$ cat src/rtl/tgl_hs_receiver.sv
// Receiving end of a two-phase toggle request/acknowledge link.
// Synchronizes the request toggle, captures the bundled word, hands it off via valid/ready and returns an ack toggle.
module tgl_hs_receiver #(
    parameter int DATA_WIDTH  = 8,
    parameter int SYNC_STAGES = 2,
    parameter int CNT_WIDTH   = 16
) (
    input  logic                  clk_in,
    input  logic                  reset_in,
    input  logic                  req_tgl_in,
    input  logic [DATA_WIDTH-1:0] data_in,
    output logic                  ack_tgl_out,
    output logic                  valid_out,
    output logic [DATA_WIDTH-1:0] data_out,
    input  logic                  ready_in,
    output logic [CNT_WIDTH-1:0]  count_out,
    output logic                  error_out
);

    typedef enum logic {
        IDLE,
        VALID
    } state_t;

    state_t                 state;
    state_t                 state_next;
    logic [SYNC_STAGES-1:0] sync;
    logic                   req_s;
    logic                   req_seen;
    logic                   req_seen_next;
    logic                   req_edge;
    logic                   valid_next;
    logic                   ack_next;
    logic                   error_next;
    logic [DATA_WIDTH-1:0]  data_next;
    logic [CNT_WIDTH-1:0]   count_next;

    assign req_s    = sync[SYNC_STAGES-1];
    assign req_edge = req_s ^ req_seen;

    always_ff @(posedge clk_in) begin
        if (reset_in) begin
            sync        <= '0;
            req_seen    <= 1'b0;
            state       <= IDLE;
            valid_out   <= 1'b0;
            ack_tgl_out <= 1'b0;
            data_out    <= '0;
            count_out   <= '0;
            error_out   <= 1'b0;
        end else begin
            sync        <= {sync[SYNC_STAGES-2:0], req_tgl_in};
            req_seen    <= req_seen_next;
            state       <= state_next;
            valid_out   <= valid_next;
            ack_tgl_out <= ack_next;
            data_out    <= data_next;
            count_out   <= count_next;
            error_out   <= error_next;
        end
    end

    // A request edge while a word is still pending is a protocol error; it is
    // absorbed into req_seen so it never produces a second capture.
    always_comb begin
        state_next    = state;
        req_seen_next = req_seen;
        valid_next    = valid_out;
        ack_next      = ack_tgl_out;
        data_next     = data_out;
        count_next    = count_out;
        error_next    = error_out;
        case (state)
            IDLE: begin
                if (req_edge) begin
                    data_next     = data_in;
                    valid_next    = 1'b1;
                    req_seen_next = req_s;
                    state_next    = VALID;
                end
            end
            VALID: begin
                if (valid_out && ready_in) begin
                    valid_next = 1'b0;
                    ack_next   = ~ack_tgl_out;
                    if (count_out != '1) begin
                        count_next = count_out + CNT_WIDTH'(1);
                    end
                    state_next = IDLE;
                end
                if (req_edge) begin
                    error_next    = 1'b1;
                    req_seen_next = req_s;
                end
            end
            default: state_next = IDLE;
        endcase
    end

endmodule

$ cat config.mk
export PLATFORM = sky130hd
export DESIGN_NAME = tgl_hs_receiver
export DESIGN_NICKNAME = d
export VERILOG_FILES = /design/src/rtl/tgl_hs_receiver.sv
export SDC_FILE = /design/constraint.sdc
export NUM_CORES = 1
export LEC_CHECK = 0
export BUFFER_PORTS_ARGS = -buffer_cell sky130_fd_sc_hd__buf_2
export CAP_MARGIN = 15
export CELL_PAD_IN_SITES_DETAIL_PLACEMENT = 1
export CELL_PAD_IN_SITES_GLOBAL_PLACEMENT = 1
export CORE_MARGIN = 3
export CORE_UTILIZATION = 40
export CTS_CLUSTER_SIZE = 8
export DETAILED_ROUTE_END_ITERATION = 8
export PLACE_DENSITY = 0.86
export SLEW_MARGIN = 20
export SYNTH_ARGS = -nofsm -noshare
export SYNTH_HDL_FRONTEND = slang
export SYNTH_SLANG_ARGS = --single-unit
$ cat constraint.sdc
create_clock -name clk_in -period 3.07 [get_ports clk_in]
set_input_delay 0.4605 -clock clk_in [delete_from_list [all_inputs] [get_ports clk_in]]
set_output_delay 0.4605 -clock clk_in [all_outputs]
set_load 0.03 [all_outputs]
==> results of run 1 <==
==> report_power, final <==
group / leakage, uW / switching (uW) / internal, uW
sequential: 0.000251 / 6.98 / 411
clock: 0.0000293 / 138 / 89.1
combinational: 0.000377 / 36.7 / 20.7
==> metal layers <==
layer	wire length (um)	part of all wire, %	track usage (%)
met5	0	0	0
met4	70	2.0	7.12
met3	210	6.0	5.72
met2	1750	50	31.3
met1	1460	42	21.2
==> Yosys cell counts, types with 2 or more instances <==
cell type / instances / area, um^2
or3_1: 8 / 50.1
dfxtp_1: 31 / 621
o41ai_1: 2 / 17.5
nor3_1: 3 / 15.0
o21a_1: 2 / 15.0
nor4_1: 4 / 25.0
inv_1: 4 / 15.0
nand4_1: 4 / 25.0
o31ai_1: 3 / 22.5
mux2i_1: 8 / 80.1
o21ai_0: 4 / 20.0
nor2_1: 18 / 67.6
a211oi_1: 3 / 22.5
mux2_2: 4 / 45.0
or4_1: 2 / 15.0
a21oi_1: 9 / 45.0
nand2_1: 7 / 26.3
and4_1: 2 / 17.5
nor2b_1: 7 / 43.8
nand3_1: 4 / 20.0
clkbuf_1: 7 / 26.3
==> through the flow <==
step | total power (uW) | area, um^2 | setup slack (ps)
2_1_floorplan | 466 | 1380 | 1080
3_3_place_gp | 482 | 1600 | 1110
3_5_place_dp | 486 | 1600 | 1060
4_1_cts | 712 | 1650 | 1140
5_1_grt | 737 | 1650 | 992
6_report | 703 | 1650 | 1140
==> kinds of logic after synthesis <==
family	count (synthesis)
compound gates	25
flops	31
mux	12
buf+inv	14
simple gates	68
xor+xnor	2
fa+ha+maj	1
==> worst register-to-register path, stage by stage (launching register included) <==
cell and delay, ps:
dfxtp_1 440, ha_1 250, nand4_1 130, or3_2 480
or4_1 410, a21oi_1 160
==> sequential cells by signal, indices dropped and copies added, names as in the netlist <==
signal,flops
valid_out,1
data_out,8
req_seen,1
state,1
count_out,16
sync,2
ack_tgl_out,1
error_out,1
==> worst max path at each step <==
stage	start	to	slack (ps)	depth (start not counted)
after global routing	count_out[2]	count_out[11]	990	4
after floorplan	count_out[2]	count_out[9]	1080	5
after detailed placement	ready_in	count_out[9]	1060	5
after CTS	count_out[0]	count_out[10]	1140	5
final	count_out[0]	count_out[10]	1140	5
after global placement	ready_in	count_out[9]	1110	5
==> area by class of cell <==
| class | instances | area, um^2 |
|---|---|---|
| multi-input cells | 108 | 708 |
| repair buffers | 39 | 198 |
| fillers | 405 | 1530 |
| inverters | 4 | 15.0 |
| clock buffers | 7 | 45.0 |
| flip-flops and latches | 31 | 621 |
| clock inverters | 1 | 5.00 |
| well taps | 44 | 55.1 |
==> metrics.cfg, run 1 <==
[synth]
synthMuxAreaShare_pct = 9.04
synth_xor_area_share_pct = 1.27
syn_inst = 153
yosysWarnings = 0
syn-cell-area_mm2 = 0.00138
synth_compound_area_share_pct = 11.6
async_flop_share_pct = 0
ys.flop_type = dfxtp_1
yosys.area_share.adder_pct = 0.904
yosys_register_bits = 31
synth.avg_cell_area_um2 = 9.04
synth_edf_count = 0
synth_cell_types = 38
ys_seq_area_share_pct = 44.8
synth-simple-area-share_pct = 28.4
synth_top_family_by_area = simple AND/OR/NAND/NOR gates
synthesis.nets = 166

[clock_network]
root_buffer = clkbuf_4
hold_buffers = 0
cts_setup_buffers = 0
clk_latency_ps = 330
cts_tree = yes
cts_resized = 0
cts_buffers = 5
cts_max_path_buffers = 2
clkTransAtPathRegs_ps = 100
clkSinkCount = 31
htree_levels = 2

[min_path]
hold_depth = 2
hp-class = in -> reg
min_from = req_tgl_in
holdPathEnd = sync[0]

[floorplanning]
die-area_mm2 = 0.00420
die_w_um = 64.8
top_level_ports = 39
row_count = 20
core_mm2 = 0.00318
initial_core_util_pct = 43.5
die_height_um = 64.8

[detailed_routing]
first_pass_iters = 4
drtAntennaViolNets = 0
routed_wl_um = 3490
drtIter0Drc = 47
vias = 1277
drcViolationCount = 0
wl_per_cell_um = 14.9
post_drt_via_cell_ratio = 5.46

[timing]
fin_crit_sh_pct = 62.7
setup_viol = 0
fin_worst_hold_slack_ps = 343
timing.fmax_mhz = 519
slew_headroom_pct = 57.3
worst_pin_slew_ps = 634
rsz0062_at_grt = no
finalWorstPathRequiredPeriod_ps = 1930
finClkSkew_ps = 6.87
setup_tns_ps = 0
final_max_slew_viol_count = 0
hold_viol = 0

[placement]
io_buffer_count = 38
dp_cells = 226
dp_hpwl_um = 2590
gp_congestion = 0.818

[cells_and_area]
drive_above_1_share_pct = 28.9
nNetsFinal = 202
diodes = 0
final_core_util_pct = 51.8
mostFrequentLayoutCells = buf_2, dfxtp_1, nor2_1
fin_cells = 234
area_delta_synth_final_pct = 19.0
final_common_cell = buf_2

[critical_path]
cp_slowest_cell = or3_2
path_max_fanout = 6
path_cells = ha_1, nand4_1, or3_2, or4_1, a21oi_1
critPathArrivalTime_ps = 2180
reg2reg_to = count_out[10]
reg2reg_depth = 5
cp-start-kind = flop
cp_top_family = simple AND/OR/NAND/NOR gates
endpoint_kind = flop
critPathBufInv = 0
critPathRequiredTime_ps = 3330
path_class = reg -> reg
cpPeakStageDelay_ps = 480
reg2reg_slack_ps = 1140
r2r-start = count_out[0]

[power_and_ir_drop]
powerDensity_mw_per_mm2 = 427
ir_drop_mv = 0.355
leakage_uw = 0.000657

[global_route]
grt.total_usage_pct = 18.3
antenna_found_initial = 0
overflow = 0
grt_start_max_net_pins = 36
grt_first_pass_wirelength_um = 5950
first_global_vias = 1255

[job]
drv_cap = 0

[run_status]
outcome = complete, no violations

Power figures use the tool's default switching activity.
==> inputs of run 2 (changes only) <==
CORE_UTILIZATION = 37   (was 40)
PLACE_DENSITY = 0.81   (was 0.86)
clock period = 1.9 ns   (was 3.07 ns; I/O delays follow)
==> run 2 against run 1 <==
Effect of this change: non-clock buffer count increased by 4; via count increased by 1.4%; global-route usage decreased by 0.45 points; setup slack got worse by 1000 ps; sequential power increased by 62%; first-iteration DRC count increased by 57%; core utilization decreased by 1.3 points; critical endpoint is now count_out[14]; largest power group unchanged.
==> metrics.cfg, run 2 (synthesis results as in run 1) <==
[detailed_routing]
wl_per_cell_um = 15.0  ; was 14.9 um
vias = 1295  ; was 1,277
post_drt_via_cell_ratio = 5.40  ; was 5.46
drtAntennaViolNets = 0  ; unchanged
drcViolationCount = 0  ; unchanged
routed_wl_um = 3600  ; was 3490 um
drtIter0Drc = 74  ; was 47
first_pass_iters = 4  ; unchanged

[global_route]
antenna_found_initial = 0  ; unchanged
first_global_vias = 1306  ; was 1,255
grt.total_usage_pct = 17.9  ; was 18.3%
grt_start_max_net_pins = 36  ; unchanged
overflow = 0  ; unchanged
grt_first_pass_wirelength_um = 5930  ; was 5950 um

[timing]
timing.fmax_mhz = 559  ; was 519 MHz
setup_viol = 0  ; unchanged
hold_viol = 0  ; unchanged
setup_tns_ps = 0  ; unchanged
final_max_slew_viol_count = 0  ; unchanged
finalWorstPathRequiredPeriod_ps = 1790  ; was 1930 ps
rsz0062_at_grt = no  ; unchanged
layout_setup_ws_ps = 112  ; was 1140 ps
finClkSkew_ps = 3.44  ; was 6.87 ps
fin_crit_sh_pct = 94.1  ; was 62.7%
worst_pin_slew_ps = 617  ; was 634 ps
slew_headroom_pct = 58.9  ; was 57.3%

[run_status]
outcome = complete, no violations  ; unchanged

[power_and_ir_drop]
combPwrFrac_pct = 7.1  ; was 8.2%
leakage_uw = 0.000692  ; was 0.000657 uW
seqPwrFrac_pct = 52.2  ; was 59.5%
p_int_uw = 953  ; was 521 uW
p_sw_uw = 341  ; was 182 uW
p_clk_share_pct = 40.7  ; was 32.3%
ir_drop_mv = 0.462  ; was 0.355 mV
swShare_pct = 26.4  ; was 25.9%
powerDensity_mw_per_mm2 = 740  ; was 427 mW/mm^2

[clock_network]
cts_buffers = 5  ; unchanged
cts_tree = yes  ; unchanged
clkTransAtPathRegs_ps = 70  ; was 100 ps
clk_latency_ps = 290  ; was 330 ps
root_buffer = clkbuf_8  ; was clkbuf_4
cts_setup_buffers = 0  ; unchanged
hold_buffers = 0  ; unchanged
htree_levels = 2  ; unchanged
cts_max_path_buffers = 2  ; unchanged
clkSinkCount = 31  ; unchanged

[placement]
dp_cells = 232  ; was 226
gp_congestion = 0.805  ; was 0.818
io_buffer_count = 38  ; unchanged
dp_hpwl_um = 2640  ; was 2590 um
place_ws_ps = 73.8  ; was 1060 ps

[cells_and_area]
fin_cells = 240  ; was 234
largest_reg_flops = 16  ; unchanged
n_fill_cell = 425  ; was 405
diodes = 0  ; unchanged
drive_above_1_share_pct = 37.1  ; was 28.9%
reg_top3 = count_out: 16 flops, data_out: 8 flops, sync: 2 flops  ; unchanged
area_delta_synth_final_pct = 26.5  ; was 19.0%
mostFrequentLayoutCells = buf_2, dfxtp_1, nor2_1  ; unchanged
final_common_cell = buf_2  ; unchanged
nNetsFinal = 206  ; was 202
largest_register = count_out  ; unchanged

[floorplanning]
core_mm2 = 0.00347  ; was 0.00318 mm^2
die_w_um = 67.2  ; was 64.8 um
die-area_mm2 = 0.00451  ; was 0.00420 mm^2
top_level_ports = 39  ; unchanged
initial_core_util_pct = 39.9  ; was 43.5%
row_count = 21  ; was 20
die_height_um = 67.2  ; was 64.8 um

[min_path]
hp-class = in -> reg  ; unchanged

[critical_path]
reg2reg_depth = 5  ; unchanged
endpoint_kind = flop  ; unchanged
reg2reg_to = count_out[14]  ; was count_out[10]
path_class = reg -> reg  ; unchanged
critPathCapture = count_out[14]  ; was count_out[10]
cp-startpoint = count_out[0]  ; unchanged
critPathArrivalTime_ps = 2010  ; was 2180 ps
path_max_fanout = 6  ; unchanged
r2r-start = count_out[0]  ; unchanged
reg2reg_slack_ps = 110  ; was 1140 ps
critPathRequiredTime_ps = 2120  ; was 3330 ps
cp-start-kind = flop  ; unchanged

[job]
drv_cap = 0  ; unchanged

[run 2: metal layers]
layer | part of all wire [%] | global-route usage, %
met5 | 0 | 0
met4 | 2.4 | 9.62
met3 | 6.4 | 5.82
met2 | 48 | 30.3
met1 | 43 | 19.7
[run 2: worst min-delay path by stage]
stage / from / end / slack [ps] / cells past startpoint
final: req_tgl_in / sync[0] / 200 / 2
after global routing: req_tgl_in / sync[0] / 230 / 2
after CTS: req_tgl_in / sync[0] / 200 / 2
after detailed placement: sync[0] / sync[1] / 430 / 1
after global placement: sync[0] / sync[1] / 420 / 1
after floorplan: req_tgl_in / sync[0] / 410 / 1
[run 2: layout make-up]
type | count | area (um^2) | share of cell area [%]
clock buffers | 5 | 68.8 | 3.93
clock inverters | 3 | 20.0 | 1.14
inverters | 4 | 15.0 | 0.858
multi-input cells | 108 | 732 | 41.8
flip-flops and latches | 31 | 629 | 36.0
well taps | 46 | 57.6 | 3.29
repair buffers | 43 | 228 | 13.0
[run 2: repair_timing]
item | 4_1_cts | 5_1_grt
resized for setup | 0 | 6
endpoints found under the setup margin | 0 | 6
endpoints found under the hold margin | 0 | 0
[run 2: critical path, stage by stage, from the launching register on]
cell     delay, ps
dfxtp_2        370
ha_2           210
nand2_1         70
or3_1          410
or4_1          500
a21oi_1        150
[run 2: metrics by stage]
step / hold WS, ps / total power (uW) / instance area [um^2] / util, %
after floorplan: 413 / 753 / 1390 / -
after global placement: 419 / 779 / 1640 / 47.2
after detailed placement: 430 / 784 / 1640 / 47.2
after CTS: 198 / 1310 / 1730 / 49.7
after global routing: 234 / 1340 / 1750 / 50.5
final: 202 / 1290 / 1750 / 50.5
[run 2: power by group through the flow]
stage                     registers [uW]  clock network [uW]  logic [uW]
final                                676                 526        92.2
after global placement               689                   0        89.8
after CTS                            676                 540        93.7
after floorplan                      711                   0        41.8
after global routing                 677                 565         101
after detailed placement             691                   0        93.1
